`config.mk`:
```
export PLATFORM = sky130hd
export DESIGN_NAME = heap_alloc_ctrl
export DESIGN_NICKNAME = d
export VERILOG_FILES = /design/src/rtl/heap_alloc_ctrl.sv
export SDC_FILE = /design/constraint.sdc
export NUM_CORES = 1
export LEC_CHECK = 0
export BUFFER_PORTS_ARGS = -buffer_cell sky130_fd_sc_hd__buf_2
export CAP_MARGIN = 20
export CELL_PAD_IN_SITES_DETAIL_PLACEMENT = 1
export CELL_PAD_IN_SITES_GLOBAL_PLACEMENT = 2
export CORE_ASPECT_RATIO = 2
export CORE_MARGIN = 2
export CORE_UTILIZATION = 29
export CTS_CLUSTER_SIZE = 14
export DETAILED_ROUTE_END_ITERATION = 6
export GPL_ROUTABILITY_DRIVEN = 0
export PLACE_DENSITY = 0.78
export SYNTH_ARGS = -nofsm -noshare
export SYNTH_HDL_FRONTEND = slang
export SYNTH_SLANG_ARGS = --single-unit
export TNS_END_PERCENT = 100
```
`constraint.sdc`:
```
create_clock -name clk -period 3.47 [get_ports clk]
set_input_delay 0 -clock clk [delete_from_list [all_inputs] [get_ports clk]]
set_output_delay 0 -clock clk [all_outputs]
set_load 0.02 [all_outputs]
```
`src/rtl/heap_alloc_ctrl.sv`:
```
// heap_alloc_ctrl
// ---------------------------------------------------------------------------
// Fixed-block heap allocator for the stack machine's shared RAM.
//
// Allocation policy:
//   - New blocks are bump-allocated from the fresh region [HEAP_BASE, HEAP_LIMIT).
//   - Freed blocks are recycled through a singly linked free list kept in RAM.
//   - The first word of a free block holds the address of the next free block.
//   - NULL_ADDR (all ones) terminates the list and is also the address
//     reported when an allocation fails.
//
// Ports:
//   clk            clock
//   reset          synchronous, active-low reset
//   ready          high while idle and accepting a request
//   alloc          one-cycle allocation request, honoured only while ready
//   free           one-cycle free request, honoured only while ready
//   free_address   block to free; held by the requester until done
//   done           registered one-cycle completion pulse
//   alloc_address  allocated block base; valid with done after an alloc
//   alloc_failed   valid with done; 1 = heap exhausted
//   live_blocks    number of blocks currently allocated
//   mem_address    RAM address
//   mem_rw         `RAM_READ / `RAM_WRITE
//   mem_data_in    write data to RAM
//   mem_data_out   read data from RAM, valid one cycle after the address
//
// Optional feature:
//   Define HEAP_ZERO_ON_ALLOC_EN to zero-fill every successfully allocated
//   block. Each word write is held for two cycles before done is raised.
//   Without the macro, blocks are returned with stale contents, including
//   the old list link.
// ---------------------------------------------------------------------------

`ifndef RAM_READ
`define RAM_READ 1'b0
`endif
`ifndef RAM_WRITE
`define RAM_WRITE 1'b1
`endif

module heap_alloc_ctrl #(
    parameter int ADDR_BITS  = 8,
    parameter int DATA_BITS  = 16,
    parameter int HEAP_BASE  = 0,
    parameter int HEAP_LIMIT = 'hF0,
    parameter int ALLOC_SIZE = 1
) (
    input  logic                 clk,
    input  logic                 reset,
    output logic                 ready,
    input  logic                 alloc,
    input  logic                 free,
    input  logic [ADDR_BITS-1:0] free_address,
    output logic                 done,
    output logic [ADDR_BITS-1:0] alloc_address,
    output logic                 alloc_failed,
    output logic [ADDR_BITS:0]   live_blocks,
    output logic [ADDR_BITS-1:0] mem_address,
    output logic                 mem_rw,
    output logic [DATA_BITS-1:0] mem_data_in,
    input  logic [DATA_BITS-1:0] mem_data_out
);

    localparam logic [ADDR_BITS-1:0] NULL_ADDR  = '1;
    localparam logic [ADDR_BITS-1:0] BASE_ADDR  = ADDR_BITS'(HEAP_BASE);
    localparam logic [ADDR_BITS-1:0] SIZE_ADDR  = ADDR_BITS'(ALLOC_SIZE);
    localparam logic [ADDR_BITS:0]   SIZE_WIDE  = (ADDR_BITS+1)'(ALLOC_SIZE);
    localparam logic [ADDR_BITS:0]   LIMIT_WIDE = (ADDR_BITS+1)'(HEAP_LIMIT);
    localparam logic [ADDR_BITS:0]   ONE_WIDE   = (ADDR_BITS+1)'(1);

`ifdef HEAP_ZERO_ON_ALLOC_EN
    typedef enum logic [1:0] {IDLE, POP, PUSH, ZERO} state_t;

    // One count per write cycle; each word is held for two cycles.
    localparam int             ZC_BITS = $clog2(2 * ALLOC_SIZE) + 1;
    localparam logic [ZC_BITS-1:0] ZC_LAST = ZC_BITS'(2 * ALLOC_SIZE - 1);
    localparam logic [ZC_BITS-1:0] ZC_ONE  = ZC_BITS'(1);

    logic [ZC_BITS-1:0]   zero_cnt_q, zero_cnt_d;
    logic [ADDR_BITS-1:0] zero_base_q, zero_base_d;
`else
    typedef enum logic [1:0] {IDLE, POP, PUSH} state_t;
`endif

    state_t               state_q, state_d;
    logic [ADDR_BITS-1:0] heap_end_q, heap_end_d;
    logic [ADDR_BITS-1:0] free_head_q, free_head_d;
    logic [ADDR_BITS:0]   live_blocks_q, live_blocks_d;
    logic                 done_q, done_d;
    logic                 alloc_failed_q, alloc_failed_d;
    logic [ADDR_BITS-1:0] alloc_address_q, alloc_address_d;

    logic bump_ok;
    logic free_ignored;
    logic unused_data_bits;

    // Widened compare so heap_end + ALLOC_SIZE cannot wrap past the limit.
    assign bump_ok      = ({1'b0, heap_end_q} + SIZE_WIDE) <= LIMIT_WIDE;
    assign free_ignored = (free_address == NULL_ADDR) || (live_blocks_q == '0);

    // Only the low ADDR_BITS of a list link are meaningful.
    assign unused_data_bits = ^(mem_data_out >> ADDR_BITS);

    assign done          = done_q;
    assign alloc_address = alloc_address_q;
    assign alloc_failed  = alloc_failed_q;
    assign live_blocks   = live_blocks_q;

    always_ff @(posedge clk) begin
        if (!reset) begin
            state_q         <= IDLE;
            heap_end_q      <= BASE_ADDR;
            free_head_q     <= NULL_ADDR;
            live_blocks_q   <= '0;
            done_q          <= 1'b0;
            alloc_failed_q  <= 1'b0;
            alloc_address_q <= NULL_ADDR;
`ifdef HEAP_ZERO_ON_ALLOC_EN
            zero_cnt_q      <= '0;
            zero_base_q     <= '0;
`endif
        end else begin
            state_q         <= state_d;
            heap_end_q      <= heap_end_d;
            free_head_q     <= free_head_d;
            live_blocks_q   <= live_blocks_d;
            done_q          <= done_d;
            alloc_failed_q  <= alloc_failed_d;
            alloc_address_q <= alloc_address_d;
`ifdef HEAP_ZERO_ON_ALLOC_EN
            zero_cnt_q      <= zero_cnt_d;
            zero_base_q     <= zero_base_d;
`endif
        end
    end

    always_comb begin
        state_d         = state_q;
        heap_end_d      = heap_end_q;
        free_head_d     = free_head_q;
        live_blocks_d   = live_blocks_q;
        done_d          = 1'b0;
        alloc_failed_d  = alloc_failed_q;
        alloc_address_d = alloc_address_q;
`ifdef HEAP_ZERO_ON_ALLOC_EN
        zero_cnt_d      = zero_cnt_q;
        zero_base_d     = zero_base_q;
`endif

        case (state_q)
            IDLE: begin
                // alloc has priority; a simultaneous free is dropped.
                if (alloc) begin
                    if (bump_ok) begin
                        heap_end_d = heap_end_q + SIZE_ADDR;
`ifdef HEAP_ZERO_ON_ALLOC_EN
                        zero_base_d = heap_end_q;
                        zero_cnt_d  = '0;
                        state_d     = ZERO;
`else
                        alloc_address_d = heap_end_q;
                        alloc_failed_d  = 1'b0;
                        live_blocks_d   = live_blocks_q + ONE_WIDE;
                        done_d          = 1'b1;
`endif
                    end else if (free_head_q != NULL_ADDR) begin
                        state_d = POP;
                    end else begin
                        alloc_address_d = NULL_ADDR;
                        alloc_failed_d  = 1'b1;
                        done_d          = 1'b1;
                    end
                end else if (free) begin
                    if (free_ignored) begin
                        alloc_failed_d = 1'b0;
                        done_d         = 1'b1;
                    end else begin
                        state_d = PUSH;
                    end
                end
            end

            POP: begin
                // The link read was addressed in IDLE and is now on mem_data_out.
                free_head_d = mem_data_out[ADDR_BITS-1:0];
`ifdef HEAP_ZERO_ON_ALLOC_EN
                zero_base_d = free_head_q;
                zero_cnt_d  = '0;
                state_d     = ZERO;
`else
                alloc_address_d = free_head_q;
                alloc_failed_d  = 1'b0;
                live_blocks_d   = live_blocks_q + ONE_WIDE;
                done_d          = 1'b1;
                state_d         = IDLE;
`endif
            end

            PUSH: begin
                free_head_d    = free_address;
                live_blocks_d  = live_blocks_q - ONE_WIDE;
                alloc_failed_d = 1'b0;
                done_d         = 1'b1;
                state_d        = IDLE;
            end

`ifdef HEAP_ZERO_ON_ALLOC_EN
            ZERO: begin
                zero_cnt_d = zero_cnt_q + ZC_ONE;
                if (zero_cnt_q == ZC_LAST) begin
                    alloc_address_d = zero_base_q;
                    alloc_failed_d  = 1'b0;
                    live_blocks_d   = live_blocks_q + ONE_WIDE;
                    done_d          = 1'b1;
                    state_d         = IDLE;
                end
            end
`endif

            default: state_d = IDLE;
        endcase
    end

    always_comb begin
        ready       = (state_q == IDLE);
        mem_rw      = `RAM_READ;
        mem_address = '0;
        mem_data_in = '0;

        // Holding reset drops any in-flight access straight away.
        if (reset) begin
            case (state_q)
                IDLE: begin
                    if (alloc) begin
                        if (!bump_ok && (free_head_q != NULL_ADDR)) begin
                            mem_address = free_head_q;
                        end
                    end else if (free && !free_ignored) begin
                        mem_rw      = `RAM_WRITE;
                        mem_address = free_address;
                        mem_data_in = DATA_BITS'(free_head_q);
                    end
                end

                // Second cycle of the two-cycle link write.
                PUSH: begin
                    mem_rw      = `RAM_WRITE;
                    mem_address = free_address;
                    mem_data_in = DATA_BITS'(free_head_q);
                end

`ifdef HEAP_ZERO_ON_ALLOC_EN
                ZERO: begin
                    mem_rw      = `RAM_WRITE;
                    mem_address = zero_base_q + ADDR_BITS'(zero_cnt_q >> 1);
                    mem_data_in = '0;
                end
`endif

                default: begin
                    mem_rw      = `RAM_READ;
                    mem_address = '0;
                    mem_data_in = '0;
                end
            endcase
        end
    end

endmodule

```
* Word-level counts from Yosys, hierarchy flattened
Cells that the tools add are included.
** Operators by class
- Magnitude comparators :: 1
- Muxes and demuxes :: 38
- Eq/ne operators :: 13
- Add/sub/neg operators :: 4
- Reductions and logical operators :: 19
** Operators with widths (number)
- 8-bit two-way mux :: 9
- 8-bit case mux with 2 select lines :: 3
- 16-bit case mux with 2 select lines :: 1
- 9-bit case mux with 3 select lines :: 1
- 9-bit two-way mux :: 2
- 16-bit two-way mux :: 1
- 1-bit two-way mux :: 13
- 2-bit two-way mux :: 5
- 8-bit by 1-bit adder with 9-bit output (second input constant) :: 1
- 9-bit by 1-bit adder with 9-bit output (second input constant) :: 1
- 9-bit by 8-bit <= comparator with 1-bit output (second input constant) :: 1
- 9-bit zero test :: 1
- 3-bit AND reduction :: 3
- 9-bit by 1-bit subtractor with 9-bit output (second input constant) :: 1
- 8-bit by 1-bit adder with 8-bit output (second input constant) :: 1
- 8-bit == test (second input constant) :: 1
- 8-bit inequality test (second input constant) :: 1
- 4-bit AND reduction :: 2
- 2-bit nonzero test :: 4
- 2-bit by 1-bit inequality test with 1-bit output (second input constant) :: 3
- 3-bit by 1-bit inequality test with 1-bit output (second input constant) :: 2
- 1-bit case mux with 2 select lines :: 3
- 2-bit inequality test (second input constant) :: 2
- 4-bit inequality test (second input constant) :: 1
- other kinds (10) :: 12
** Word-level totals
- Flip-flop bits (word level) :: 37
- Logic and storage cells :: 82
- Bits of input ports :: 28
- Output and inout bits :: 45

* Longest topological paths before layout
- Depth in word-level cells :: 8
- Depth in mapped cells :: 12
- Mapped depth without buffers :: 11

* Worst setup path before layout
OpenSTA, ideal clock, no wires.
- Path kind :: flip-flop to flip-flop
- Start :: register state_q[0]
- End :: register live_blocks_q[8] (netlist: live_blocks[8])
- Setup time :: 72 ps
- Clock period less this slack :: 2529 ps
- Path buffers :: 1
- Arrival time :: 2457 ps
- Slack :: 941 ps
- Data required time :: 3398 ps
- Stages on the path, launching flop included :: 13
- Cell sequence :: dfxtp_1 > inv_1 > ha_1 > clkbuf_1 > inv_1 > fa_1 > nor2b_1 > o21ai_0 > a21oi_1 > o41ai_1 > xnor2_1 > nand2_1 > mux2i_1
** On the way
- Cells in the longest elaborated chain, start to end :: 3
- Elaborated cells between the ends (all ways) :: 8
- Classes of those cells :: eq/ne (4); mux (1); reduce/logical (3)
** Ends and longest elaborated chain
- from (decl) :: line 86 : state_t state_q, state_d;
- from (signal assigned) :: line 124 : state_q <= state_d;
- 2-bit == test (tied with other cells) :: line 151 : case (state_q)
- 3-bit nonzero test (no source line) / 2-bit by 1-bit inequality test with 1-bit output (equally long branches)
- 3-bit AND reduction (no source line)
- to (signal assigned) :: line 127 : live_blocks_q <= live_blocks_d;
- to (decl) :: line 89 : logic [ADDR_BITS:0] live_blocks_q, live_blocks_d;
Several ways; a longest one is shown, not always the timed one.
A chain may end at the register's enable or synchronous reset.

* Worst setup path after layout
- Start :: register heap_end_q[0]
- End :: output mem_address[0]
** On the way
- Cells in the longest elaborated chain, start to end :: 8
** Ends and longest elaborated chain
- from (decl) :: line 87 : logic [ADDR_BITS-1:0] heap_end_q, heap_end_d;
- from (signal assigned) :: line 125 : heap_end_q <= heap_end_d;
- 8-bit by 1-bit adder with 9-bit output :: line 99 : assign bump_ok = ({1'b0, heap_end_q} + SIZE_WIDE) <= LIMIT_WIDE;
- 9-bit by 8-bit <= comparator with 1-bit output :: line 99
- 1-bit zero test :: line 236 : if (!bump_ok && (free_head_q != NULL_ADDR)) begin
- 1-bit logical AND :: line 236
- 8-bit two-way mux :: line 236
- 8-bit two-way mux :: line 235 : if (alloc) begin
- 8-bit case mux with 2 select lines :: line 233 : case (state_q)
- 8-bit two-way mux :: line 232 : if (reset) begin
- to (decl) :: line 59 : output logic [ADDR_BITS-1:0] mem_address,
No other way between the ends.

==> results.sh <==
export IMPL_cts_tree="yes"
export IMPL_fmax_ghz=0.317
export IMPL_fin_skew_ns=0.00361
export IMPL_dieWidth_um=68.5
export IMPL_antenna_found_initial=0
export IMPL_grt_pass1_wl_mm=11.4
export IMPL_post_place_ws_ns=0.611
export IMPL_grt_overflow=0
export IMPL_cts_root_buffer="clkbuf_16"
export IMPL_fin_area_um2=2900
export IMPL_synth_edf_count=0
export IMPL_drtAntennaViolNets=0
export IMPL_num_rows=47
export IMPL_clockBufferDepth=2
export IMPL_syn2layout_area_growth_pct=20.1
export IMPL_finalHoldViolations=0
export IMPL_first_global_vias=2313
export IMPL_crit_chain="ha_1 > nand3_1 > or3_1 > a32o_1 > o21a_4 > or3b_4 > nor2_8 > a22o_1 > buf_2"
export IMPL_place_area_um2=2760
export IMPL_yosysWarnings=0
export IMPL_drv_cap=0
export IMPL_start_kind="flip-flop"
export IMPL_ios=73
export IMPL_cp_num_buf_inv=1
export IMPL_clk_latency_ns=0.28
export IMPL_yosysMostFrequentCell="dfxtp_1"
export IMPL_core_area_um2=8170
export IMPL_setup_ws_ns=0.313
export IMPL_drt_iter0_markers=47
export IMPL_register_area_um2=741
export IMPL_multi_input_area_um2=1550
export IMPL_dieHeight_um=133
export IMPL_grt_max_degree=39
export IMPL_clkSlewWorstSetupHoldPaths_ns=0.05
export IMPL_final_setup_tns_ns=0
export IMPL_synth_seq_cells=37
export IMPL_critical_path_endpoint_type="output pin"
export IMPL_syn_area_um2=2410
export IMPL_min_path_type="in2reg"
export IMPL_viasPerCell=5.14
export IMPL_critPathTopFamily="simple AND/OR/NAND/NOR gates"
export IMPL_syn_inst=286
export IMPL_initial_core_util_pct=29.5
export IMPL_yosys_area_top_type_share_pct=30.7
export IMPL_numCtsBuffers=5
export IMPL_crit_required_ns=3.47
export IMPL_n_fill_cell=990
export IMPL_dp_hpwl_mm=5.46
export IMPL_p_leak_nw=1.29
export IMPL_cts_max_level=2
export IMPL_cp_max_fo=9
export IMPL_crit_type="reg2out"
export IMPL_synth_seq_area_share_pct=30.7
export IMPL_cpPeakStageDelay_ns=0.48
export IMPL_drc_errors=0
export IMPL_finalNonFillerCells=437
export IMPL_portBuffers=56
export IMPL_cellPowerDensity_nw_per_um2=511
export IMPL_ys_types=49
export IMPL_rsz0062_at_grt="false"
export IMPL_ys_top_cells_by_count="37 x dfxtp_1, 33 x nand2_1, 22 x o21ai_0, 17 x mux2i_1, 14 x and2_1"
export IMPL_post_cts_buffers=0
export IMPL_final_nets=381
export IMPL_track_usage_pct=16.7
export IMPL_wl_mm=7.07
export IMPL_outcome="completed"
export IMPL_worst_slew_pin_slew_ns=0.662
export IMPL_synth_top_area_cell="dfxtp_1"
export IMPL_clock_sinks=37
export IMPL_dp_cells=430
export IMPL_hold_buffers=0
export IMPL_diodes=0
export IMPL_routedWlPerCell_um=16.2
export IMPL_vias=2247
export IMPL_setup_violations=0
export IMPL_total_power_mw=1.48
export IMPL_slew_viol_final=0
export IMPL_fin_crit_ns=3.16
export IMPL_drt_pre_antenna_iters=4
export IMPL_async_reset_ff_share_pct=0
export IMPL_min_period_over_period_pct=91.0
export IMPL_post_cts_resized=0
export IMPL_syn_avg_cell_area_um2=8.43
export IMPL_cp_slowest_cell="dfxtp_1"
export IMPL_ys_flop_type="dfxtp_1"
export IMPL_slew_headroom_pct=55.9
export IMPL_ys_top_cells_by_area="dfxtp_1 31%, mux2i_1 7.1%, ha_1 6.7%"
export IMPL_cp_arrival_ns=3.16
export IMPL_die_area_um2=9110
export IMPL_drive_above_1_share_pct=21.8
export IMPL_ir_drop_mv=0.232
worst min-delay path: cells and delay by family:
family                 cells  cell delay [ns]
and+or+nand+nor            2             0.12
buffers and inverters      1             0.08
AOI/OAI and AO/OA          1             0.07
muxes                      1             0.05
report_power, final:
group	leakage (nW)	switching (mW)	internal [mW]
logic	0.916	0.299	0.200
registers	0.304	0.0527	0.474
clock network	0.0700	0.171	0.282
layout by cell type, fill, tap and decap left out, drive strengths merged, types with 3 or more instances in the layout:
cell    count
dfxtp      37
xor2        3
nor2b      11
a21boi      6
and2       14
and3        3
o21ai      22
o22ai       6
ha         13
buf        60
a22o        8
clkbuf      7
nand2      33
or3         4
xnor2       9
conb        8
nor2       14
mux2i      17
a21oi       9
nand4       6
inv         8
nor3        3
o211ai      8
nand3       5
final cells by class:
type | instances | area share (%)
clock buffers | 7 | 4.92
well taps | 98 | 4.23
flip-flops and latches | 37 | 25.6
inverters | 8 | 1.04
multi-input cells | 227 | 53.5
repair buffers | 60 | 10.7
final timing paths:
kind	slack [ns]	endpoint	from	cells after the start
max	0.31	mem_address[0]	heap_end_q[0]	9
min	0.06	free_head_q[4]	mem_data_out[4]	5
min reg2reg	0.47	alloc_address[7]	alloc_address[7]	2
max reg2reg	0.79	state_q[0]	heap_end_q[0]	7
cells by family after synthesis:
| kind of cell | synth area share, % |
|---|---|
| compound gates | 19.3 |
| xor+xnor | 4.36 |
| fa+ha+maj | 7.57 |
| buf+inv | 6.07 |
| flops | 30.7 |
| mux | 7.99 |
| other cells | 0.155 |
| simple gates | 23.8 |
state kept, by name, summed over array words and instances, names as in the netlist:
name,count
heap_end_q,8
done,1
live_blocks,9
state_q,2
alloc_address,8
alloc_failed,1
free_head_q,8
metal layers:
metal,track usage (%),routed length [um]
met5,0,0
met4,8.33,190
met3,2.30,199
met2,30.3,3970
met1,17.5,2710
metrics by stage:
| step | util [%] | hold slack, ns |
|---|---|---|
| after CTS | 35.5 | 0.0548 |
| final | 35.5 | 0.0595 |
| after detailed placement | 33.7 | 0.349 |
| after global placement | 33.6 | 0.337 |
| after global routing | 35.5 | 0.0932 |
| after floorplan | - | 0.219 |
Power figures use the tool's default switching activity.
